`src/rtl/nn_pkg.sv`:
```
// Shared constants and types for the digit-classifier pipeline: frame geometry,
// network dimensions and the image loader state encoding.
package nn_pkg;

  localparam int NUM_PIXELS_DEFAULT  = 784;
  localparam int PIXEL_SHIFT_DEFAULT = 8;

  localparam int NN_INPUT_SIZE  = 784;
  localparam int NN_HIDDEN_SIZE = 32;
  localparam int NN_OUTPUT_SIZE = 10;

  localparam int PIXEL_W = 8;
  localparam int ADDR_W  = 16;
  localparam int DATA_W  = 32;
  localparam int DIGIT_W = 4;

  typedef enum logic [2:0] {
    ST_IDLE,
    ST_LOAD,
    ST_FLUSH,
    ST_START,
    ST_WAIT_NN,
    ST_RESULT
  } loader_state_t;

  // States in which the loader takes pixels (and honours a frame abort).
  function automatic logic accepts_pixels(input loader_state_t s);
    return (s == ST_IDLE) || (s == ST_LOAD) || (s == ST_RESULT);
  endfunction

endpackage

```
`src/rtl/image_loader_pixel_formatter.sv`:
```
// Converts an unsigned 8-bit pixel into the network's fixed-point input word.
module pixel_formatter
  import nn_pkg::*;
#(
  parameter int PIXEL_SHIFT = PIXEL_SHIFT_DEFAULT
) (
  input  logic        [PIXEL_W-1:0] pixel,
  output logic signed [DATA_W-1:0]  word
);

  assign word = DATA_W'(pixel) << PIXEL_SHIFT;

endmodule

```
`src/rtl/image_loader.sv`:
```
// Streams one frame of pixels into image memory, kicks off inference and
// latches the classified digit until the next frame begins.
module image_loader
  import nn_pkg::*;
#(
  parameter int NUM_PIXELS  = NUM_PIXELS_DEFAULT,
  parameter int PIXEL_SHIFT = PIXEL_SHIFT_DEFAULT
) (
  input  logic                      clk,
  input  logic                      resetn,
  input  logic                      pixel_valid,
  input  logic        [PIXEL_W-1:0] pixel_data,
  output logic                      pixel_ready,
  input  logic                      clear,
  output logic        [ADDR_W-1:0]  mem_write_addr,
  output logic signed [DATA_W-1:0]  mem_write_data,
  output logic                      mem_write_enable,
  output logic                      nn_start,
  input  logic                      nn_done,
  input  logic        [DIGIT_W-1:0] nn_argmax,
  output logic        [DIGIT_W-1:0] result_digit,
  output logic                      result_valid,
  output logic                      busy
);

  localparam logic [ADDR_W-1:0] LAST_INDEX = ADDR_W'(NUM_PIXELS - 1);

  loader_state_t            state, next_state;
  logic        [ADDR_W-1:0] pixel_index, index_next, write_addr_now;
  logic                     accept;
  logic signed [DATA_W-1:0] formatted;

  pixel_formatter #(.PIXEL_SHIFT(PIXEL_SHIFT)) u_formatter (
    .pixel (pixel_data),
    .word  (formatted)
  );

  // NOTE: every signal written here gets a default first, so no path leaves it
  // unassigned and no latch is inferred.
  always_comb begin
    next_state     = state;
    index_next     = pixel_index;
    accept         = 1'b0;
    // A pixel taken outside LOAD always starts a fresh frame at address 0.
    write_addr_now = (state == ST_LOAD) ? pixel_index : '0;
    unique case (state)
      ST_IDLE, ST_LOAD, ST_RESULT: begin
        if (clear) begin
          next_state = ST_IDLE;
          index_next = '0;
        end else if (pixel_valid && pixel_ready) begin
          accept = 1'b1;
          if (write_addr_now == LAST_INDEX) begin
            next_state = ST_FLUSH;
            index_next = '0;
          end else begin
            next_state = ST_LOAD;
            index_next = write_addr_now + 1'b1;
          end
        end
      end
      ST_FLUSH:   next_state = ST_START;
      ST_START:   next_state = ST_WAIT_NN;
      ST_WAIT_NN: if (nn_done) next_state = ST_RESULT;
      default:    next_state = ST_IDLE;
    endcase
  end

  // NOTE: sequential state uses non-blocking assignments only, so every register
  // samples the values from before this edge regardless of statement order.
  always_ff @(posedge clk or negedge resetn) begin
    if (!resetn) begin
      state       <= ST_IDLE;
      pixel_index <= '0;
      pixel_ready <= 1'b0;
    end else begin
      state       <= next_state;
      pixel_index <= index_next;
      pixel_ready <= accepts_pixels(next_state);
    end
  end

  always_ff @(posedge clk or negedge resetn) begin
    if (!resetn) begin
      mem_write_enable <= 1'b0;
      mem_write_addr   <= '0;
      mem_write_data   <= '0;
    end else begin
      mem_write_enable <= accept;
      if (accept) begin
        mem_write_addr <= write_addr_now;
        mem_write_data <= formatted;
      end
    end
  end

  always_ff @(posedge clk or negedge resetn) begin
    if (!resetn) begin
      result_valid <= 1'b0;
      result_digit <= '0;
    end else if (state == ST_WAIT_NN && nn_done) begin
      result_valid <= 1'b1;
      result_digit <= nn_argmax;
    end else if (accepts_pixels(state) && (clear || accept)) begin
      result_valid <= 1'b0;
    end
  end

  assign nn_start = (state == ST_START);
  assign busy     = (state != ST_IDLE);

endmodule

```
`config.mk`:
```
export PLATFORM = sky130hd
export DESIGN_NAME = image_loader
export DESIGN_NICKNAME = d
export VERILOG_FILES = /design/src/rtl/nn_pkg.sv /design/src/rtl/image_loader_pixel_formatter.sv /design/src/rtl/image_loader.sv
export SDC_FILE = /design/constraint.sdc
export NUM_CORES = 1
export LEC_CHECK = 0
export BUFFER_PORTS_ARGS = -buffer_cell sky130_fd_sc_hd__buf_2
export CORE_ASPECT_RATIO = 1.25
export CORE_MARGIN = 8
export CORE_UTILIZATION = 40
export CTS_CLUSTER_SIZE = 14
export DETAILED_ROUTE_END_ITERATION = 12
export HOLD_SLACK_MARGIN = 0.1
export PLACE_DENSITY = 0.61
export SKIP_CTS_REPAIR_TIMING = 1
export SLEW_MARGIN = 20
export SYNTH_ARGS = -nofsm -noshare
export SYNTH_HDL_FRONTEND = slang
export SYNTH_SLANG_ARGS = --single-unit
export TNS_END_PERCENT = 30
```
`constraint.sdc`:
```
create_clock -name clk -period 4.63 [get_ports clk]
set_input_delay 0.926 -clock clk [delete_from_list [all_inputs] [get_ports clk]]
set_output_delay 0.926 -clock clk [all_outputs]
set_load 0.05 [all_outputs]
```
==> flow_summary.json, run 1 <==
{
  "status": "finished clean",
  "routed_wl_microns": 5650,
  "yosys-top-cells-area": "dfrtp_1, nand2_1, buf_4",
  "hpwl_microns": 4060,
  "hold_path_depth": 2,
  "grt_pass1_wl_microns": 9520,
  "gp_congestion": 0.848,
  "portBuffers": 49,
  "clock-sinks": 50,
  "synth_largest_area_cell": "dfrtp_1",
  "drive_above_1_share_pct": 22.2,
  "antenna_found_initial": 0,
  "synth.most_common_cell": "nand2_1",
  "intPower_w": 0.000639,
  "clock_skew_ps": 3.90,
  "grt_max_degree": 51,
  "drv_cap": 0,
  "switching_share_pct": 30.7,
  "leakage_nw": 1.51,
  "cts_buffer_depth": 2,
  "power.share.clock_pct": 32.4,
  "nFillCells": 619,
  "start_kind": "register",
  "hold-worst-slack_ps": 464,
  "via_per_inst": 4.95,
  "tightest_slew_ps": 1080,
  "root_buffer": "clkbuf_8",
  "diodes": 0,
  "insertion_delay_ps": 300,
  "p_comb_share_pct": 17.9,
  "vias": 1983,
  "p_sw_w": 0.000284,
  "r2r_slack_ps": 1550,
  "worst_ep_required_time_ps": 4850,
  "floorplan.die.height_microns": 105,
  "core_area_sq_um": 6130,
  "arrival_ps": 3300,
  "start_util_pct": 41.1,
  "path_class": "reg2reg",
  "first_pass_iters": 7,
  "critPathMaxFanout": 22,
  "yosys_warnings": 0,
  "gr-total-overflow": 0,
  "syn_inst": 269,
  "synthFlopType": "dfrtp_1",
  "route.detailed.drc": 0,
  "hold_viol": 0,
  "synth_seq_area_share_pct": 49.7,
  "setup_tns_ps": 0,
  "synth_seq_cells": 50,
  "end_kind": "register",
  "drtAntennaViolNets": 0,
  "yosysUniqueCellTypes": 46,
  "die_w_microns": 87.0,
  "fmax_ghz": 0.325,
  "slew_headroom_pct": 27.8,
  "sequentialPowerShare_pct": 49.6,
  "synthTopCellsByCount": "nand2_1, dfrtp_1, buf_4",
  "nets": 333,
  "rr_worst_depth": 9,
  "path_clk_slew_ps": 90,
  "finalCritPeriodShare_pct": 66.5,
  "die_area_sq_um": 9100,
  "final_max_slew_viol_count": 0,
  "rows": 32,
  "area_growth_pct": 13.3,
  "cts_buffers": 5,
  "cts_max_level": 2,
  "max-vdd-ir-drop_v": 0.000158,
  "power_w": 0.000923,
  "drtIter0Drc": 142,
  "synth_edf_count": 0,
  "final_area_sq_um": 2850,
  "track_usage_pct": 12.7,
  "hold_class": "reg2reg",
  "syn-cell-area_sq_um": 2520,
  "grt_pass1_vias": 2024,
  "async_flop_share_pct": 100,
  "setup_viol": 0,
  "fin_crit_ps": 3080,
  "boundaryPins": 74,
  "place_area_sq_um": 2740,
  "avgSynthCellArea_sq_um": 9.36,
  "tritoncts": "built",
  "rsz0062_at_grt": "no",
  "routedWlPerCell_microns": 14.1,
  "yosysTopAreaCellShare_pct": 49.7,
  "power.density_nw_per_um2": 323
}
## final cells by class
type,instances,area [sq um],share of cell area [%]
Clock buffer,5,68.8,2.41
Clock inverter,3,40.0,1.40
Inverter,6,22.5,0.789
Multi-Input combinational cell,200,1100,38.4
Sequential cell,50,1250,43.9
Tap cell,85,106,3.73
Timing Repair Buffer,52,268,9.39
## layout by cell type (no fill, tap or decap), types with 5 or more instances in the layout
cell type,synthesis,layout
nor2_1,7,7
dfrtp_1,50,50
nand2_1,66,66
and3_1,5,5
conb_1,1,24
inv_1,5,5
nand3_1,15,15
o21ai_0,9,9
a22o_1,5,5
a31oi_1,6,6
buf_2,2,49
a21oi_1,13,13
clkbuf_8,0,5
## cells by family (layout without fill, tap and decap cells)
kind of cell / Yosys count / after routing / synth area share (%)
buffers and inverters: 42 / 66 / 10.4
xor gates and xnor gates: 1 / 1 / 0.348
and+or+nand+nor: 124 / 124 / 25.0
AOI/OAI and AO/OA: 45 / 45 / 11.7
other: 1 / 24 / 0.149
adders and majority gates: 1 / 1 / 0.497
muxes: 5 / 5 / 2.19
DFF: 50 / 50 / 49.7
## flip-flops by register name, summed over array words and instances (netlist names)
| name | count |
|---|---|
| mem_write_addr | 16 |
| mem_write_data | 8 |
| mem_write_enable | 1 |
| pixel_index | 16 |
| pixel_ready | 1 |
| result_digit | 4 |
| result_valid | 1 |
| state | 3 |
## metal layers
layer	vias to the layer above	GRT usage, %	routed length (microns)
met3	5	3.29	400
met1	935	14.8	2340
li1	976	-	-
met2	67	21.8	2850
met4	0	4.44	64
met5	-	0	0
## critical path, stage by stage, from the launching register on
cell and delay [ps]:
dfrtp_1 460, nor3b_2 180, buf_4 220, and2_1 200
ha_1 240, and3_1 230, and4_1 210, a21oi_1 840
o21ai_0 210, a31oi_1 210
## worst paths after layout
| path | start | endpoint |
|---|---|---|
| max reg2reg | state[0] | pixel_index[6] |
| min | mem_write_addr[4] | mem_write_addr[4] |
| max in group asynchronous | resetn | pixel_index[11] |
| min in group asynchronous | resetn | mem_write_enable |
| max | state[0] | pixel_index[6] |
| min reg2reg | mem_write_addr[4] | mem_write_addr[4] |
## power groups by stage
| stage | Combinational [W] | Sequential, W | Clock [W] |
|---|---|---|---|
| after CTS | 0.000167 | 0.000458 | 0.000311 |
| after detailed placement | 0.000167 | 0.000467 | 0 |
| after global routing | 0.000177 | 0.000460 | 0.000327 |
| after global placement | 0.000166 | 0.000466 | 0 |
| after floorplan | 0.000102 | 0.000507 | 0 |
| final | 0.000166 | 0.000458 | 0.000299 |
## through the flow
step / instances / worst slack [ps] / util (%)
floorplan: 292 / 2080 / -
global placement: 393 / 1690 / 44.8
detailed placement: 393 / 1580 / 44.8
CTS: 401 / 1540 / 46.6
global route: 401 / 1340 / 46.6
finish: 401 / 1550 / 46.6
Note: power is estimated with default switching activity, not from simulation.
==> run 2, diff against run 1 <==
Settings changed: ABC_AREA set to 1.
Clock period 4.63 ns to 3 ns, I/O delays scaled along.
==> run 2 against run 1 <==
Against the previous run: critical path depth unchanged; clock power up 37%; global-route usage is 0.74 points higher; non-clock buffer count grew 1; fmax is 31% higher; critical path type unchanged; largest cell class unchanged; largest power group unchanged.
==> flow_summary.json, run 2 <==
{
  "hold-worst-slack_ps": 388,
  "first_pass_iters": 4,
  "synthFlopType": "dfrtp_1",
  "die_w_microns": 89.8,
  "synth_compound_area_share_pct": 8.00,
  "power.density_nw_per_um2": 437,
  "cts_buffer_depth": 2,
  "start_kind": "register",
  "power_w": 0.00134,
  "cts_max_level": 2,
  "nets": 401,
  "setup_tns_ps": 0,
  "tritoncts": "built",
  "max-vdd-ir-drop_v": 0.000205,
  "synth_seq_cells": 50,
  "final_common_cell": "nand2_1",
  "track_usage_pct": 13.5,
  "diodes": 0,
  "routedWlPerCell_microns": 13.3,
  "grt_pass1_wl_microns": 10800,
  "syn_inst": 332,
  "grt_pass1_vias": 2321,
  "floorplan.die.height_microns": 108,
  "yosysUniqueCellTypes": 32,
  "root_buffer": "clkbuf_8",
  "avgSynthCellArea_sq_um": 8.19,
  "topRoutingLayerUsed": "met4",
  "multi_input_area_sq_um": 1190,
  "worst_ep_required_time_ps": 3190,
  "synth_seq_area_share_pct": 46.0,
  "top_regs": "mem_write_addr x16, pixel_index x16, mem_write_data x8",
  "antenna_found_initial": 0,
  "setup_viol": 0,
  "hold_viol": 0,
  "drtAntennaViolNets": 0,
  "yosys_warnings": 0,
  "clock-sinks": 50,
  "gr-total-overflow": 0,
  "clock_skew_ps": 6.96,
  "end_kind": "register",
  "path_clk_slew_ps": 90,
  "drive_above_1_share_pct": 22.9,
  "hpwl_microns": 4710,
  "drv_cap": 0,
  "finalCritPeriodShare_pct": 78.6,
  "nFillCells": 672,
  "synth_largest_area_cell": "dfrtp_1",
  "place_ws_ps": 682,
  "insertion_delay_ps": 310,
  "synth-simple-area-share_pct": 28.2,
  "synth.area.mux_share_pct": 1.66,
  "setup_slack_ps": 643,
  "drtIter0Drc": 114,
  "area_growth_pct": 12.4,
  "tightest_slew_ps": 641,
  "cts_buffers": 5,
  "layout_common_cells": "nand2_1, dfrtp_1, buf_2",
  "boundaryPins": 74,
  "arrival_ps": 2550,
  "met2WireLength_microns": 3150,
  "portBuffers": 49,
  "die_area_sq_um": 9710,
  "synth.most_common_cell": "nand2_1",
  "yosysTopAreaCellShare_pct": 46.0,
  "synthAdderAreaFrac_pct": 0.460,
  "yosys-top-cells-area": "dfrtp_1, nand2_1, buf_4",
  "fin_crit_ps": 2360,
  "gp_congestion": 0.892,
  "synthXorXnorAreaFrac_pct": 2.25,
  "vias": 2232,
  "critPathMaxFanout": 17,
  "routed_wl_microns": 6250,
  "fmax_ghz": 0.424,
  "final_area_sq_um": 3060,
  "syn-cell-area_sq_um": 2720,
  "synth_edf_count": 0,
  "regArea_sq_um": 1250,
  "status": "finished clean",
  "met3_wirelength_microns": 340,
  "rows": 33,
  "route.detailed.drc": 0,
  "path_class": "reg2reg",
  "rsz0062_at_grt": "no",
  "synthTopCellsByCount": "nand2_1, dfrtp_1, inv_1",
  "async_flop_share_pct": 100,
  "final_max_slew_viol_count": 0,
  "wl_met1_microns": 2600,
  "via_per_inst": 4.74,
  "slew_headroom_pct": 57.2,
  "leakage_nw": 1.58,
  "core_area_sq_um": 6570,
  "synth_top_family_by_area": "simple AND/OR/NAND/NOR gates",
  "hold_class": "in2async",
  "start_util_pct": 41.4,
  "place_area_sq_um": 2960,
  "grt_max_degree": 51
}
==> run 2: cell types whose count changed after synthesis, sizes merged, moves of 4 or more <==
cell,previous run,this run
o21ai,9,18
o22ai,0,10
or3,4,0
clkbuf,8,3
a31oi,6,0
xor2,1,6
nand2,66,101
inv,5,36
a22o,5,0
nor3,1,5
a21oi,14,4
and3,5,0
nand3,15,19
nor2,7,36
==> run 2: metal layers <==
metal | track usage, % | vias up
li1 | - | 1099
met1 | 14.9 | 1061
met2 | 23.1 | 62
met3 | 3.53 | 10
met4 | 7.64 | 0
met5 | 0 | -
==> run 2: final timing paths <==
path	from	end	slack, ps	cells after the start
setup reg to reg	state[2]	pixel_index[12]	640	9
max in group asynchronous	resetn	mem_write_addr[3]	2180	2
hold reg to reg	mem_write_addr[6]	mem_write_addr[6]	480	2
setup / recovery	state[2]	pixel_index[12]	640	9
hold / removal	resetn	mem_write_addr[14]	390	2
min in group clk	mem_write_addr[6]	mem_write_addr[6]	480	2
==> run 2: final cells by class <==
cell class,count,area share (%)
sequential,50,40.9
clock buffer,6,2.70
inverter,36,4.42
clock inverter,2,0.409
timing repair buffer,53,9.00
multi-input combinational,237,39.0
tap,87,3.56
==> run 2: stage by stage <==
| step | utilization, % | cells |
|---|---|---|
| after floorplan | - | 355 |
| after global placement | 45.1 | 463 |
| after detailed placement | 45.1 | 463 |
| after CTS | 46.6 | 471 |
| after global routing | 46.6 | 471 |
| final | 46.6 | 471 |
==> run 2: cells by family after synthesis <==
kind of cell	count (synthesis)
simple gates	165
buf+inv	68
flops	50
compound gates	36
xor+xnor	7
mux	4
fa+ha+maj	1
other cells	1
==> run 2: critical path, cell delays in order (launching register included) <==
cell	delay, ps
dfrtp_1	440
nor2_4	220
nand2_4	220
nor2_1	210
ha_1	210
nand4_1	220
nor2_2	270
a21oi_4	140
inv_2	180
o22ai_1	100
==> run 2: power breakdown <==
group	total, W	internal (W)	switching, W
combinational	0.000230	0.0000361	0.000194
clock	0.000409	0.000186	0.000223
sequential	0.000699	0.000691	0.00000806
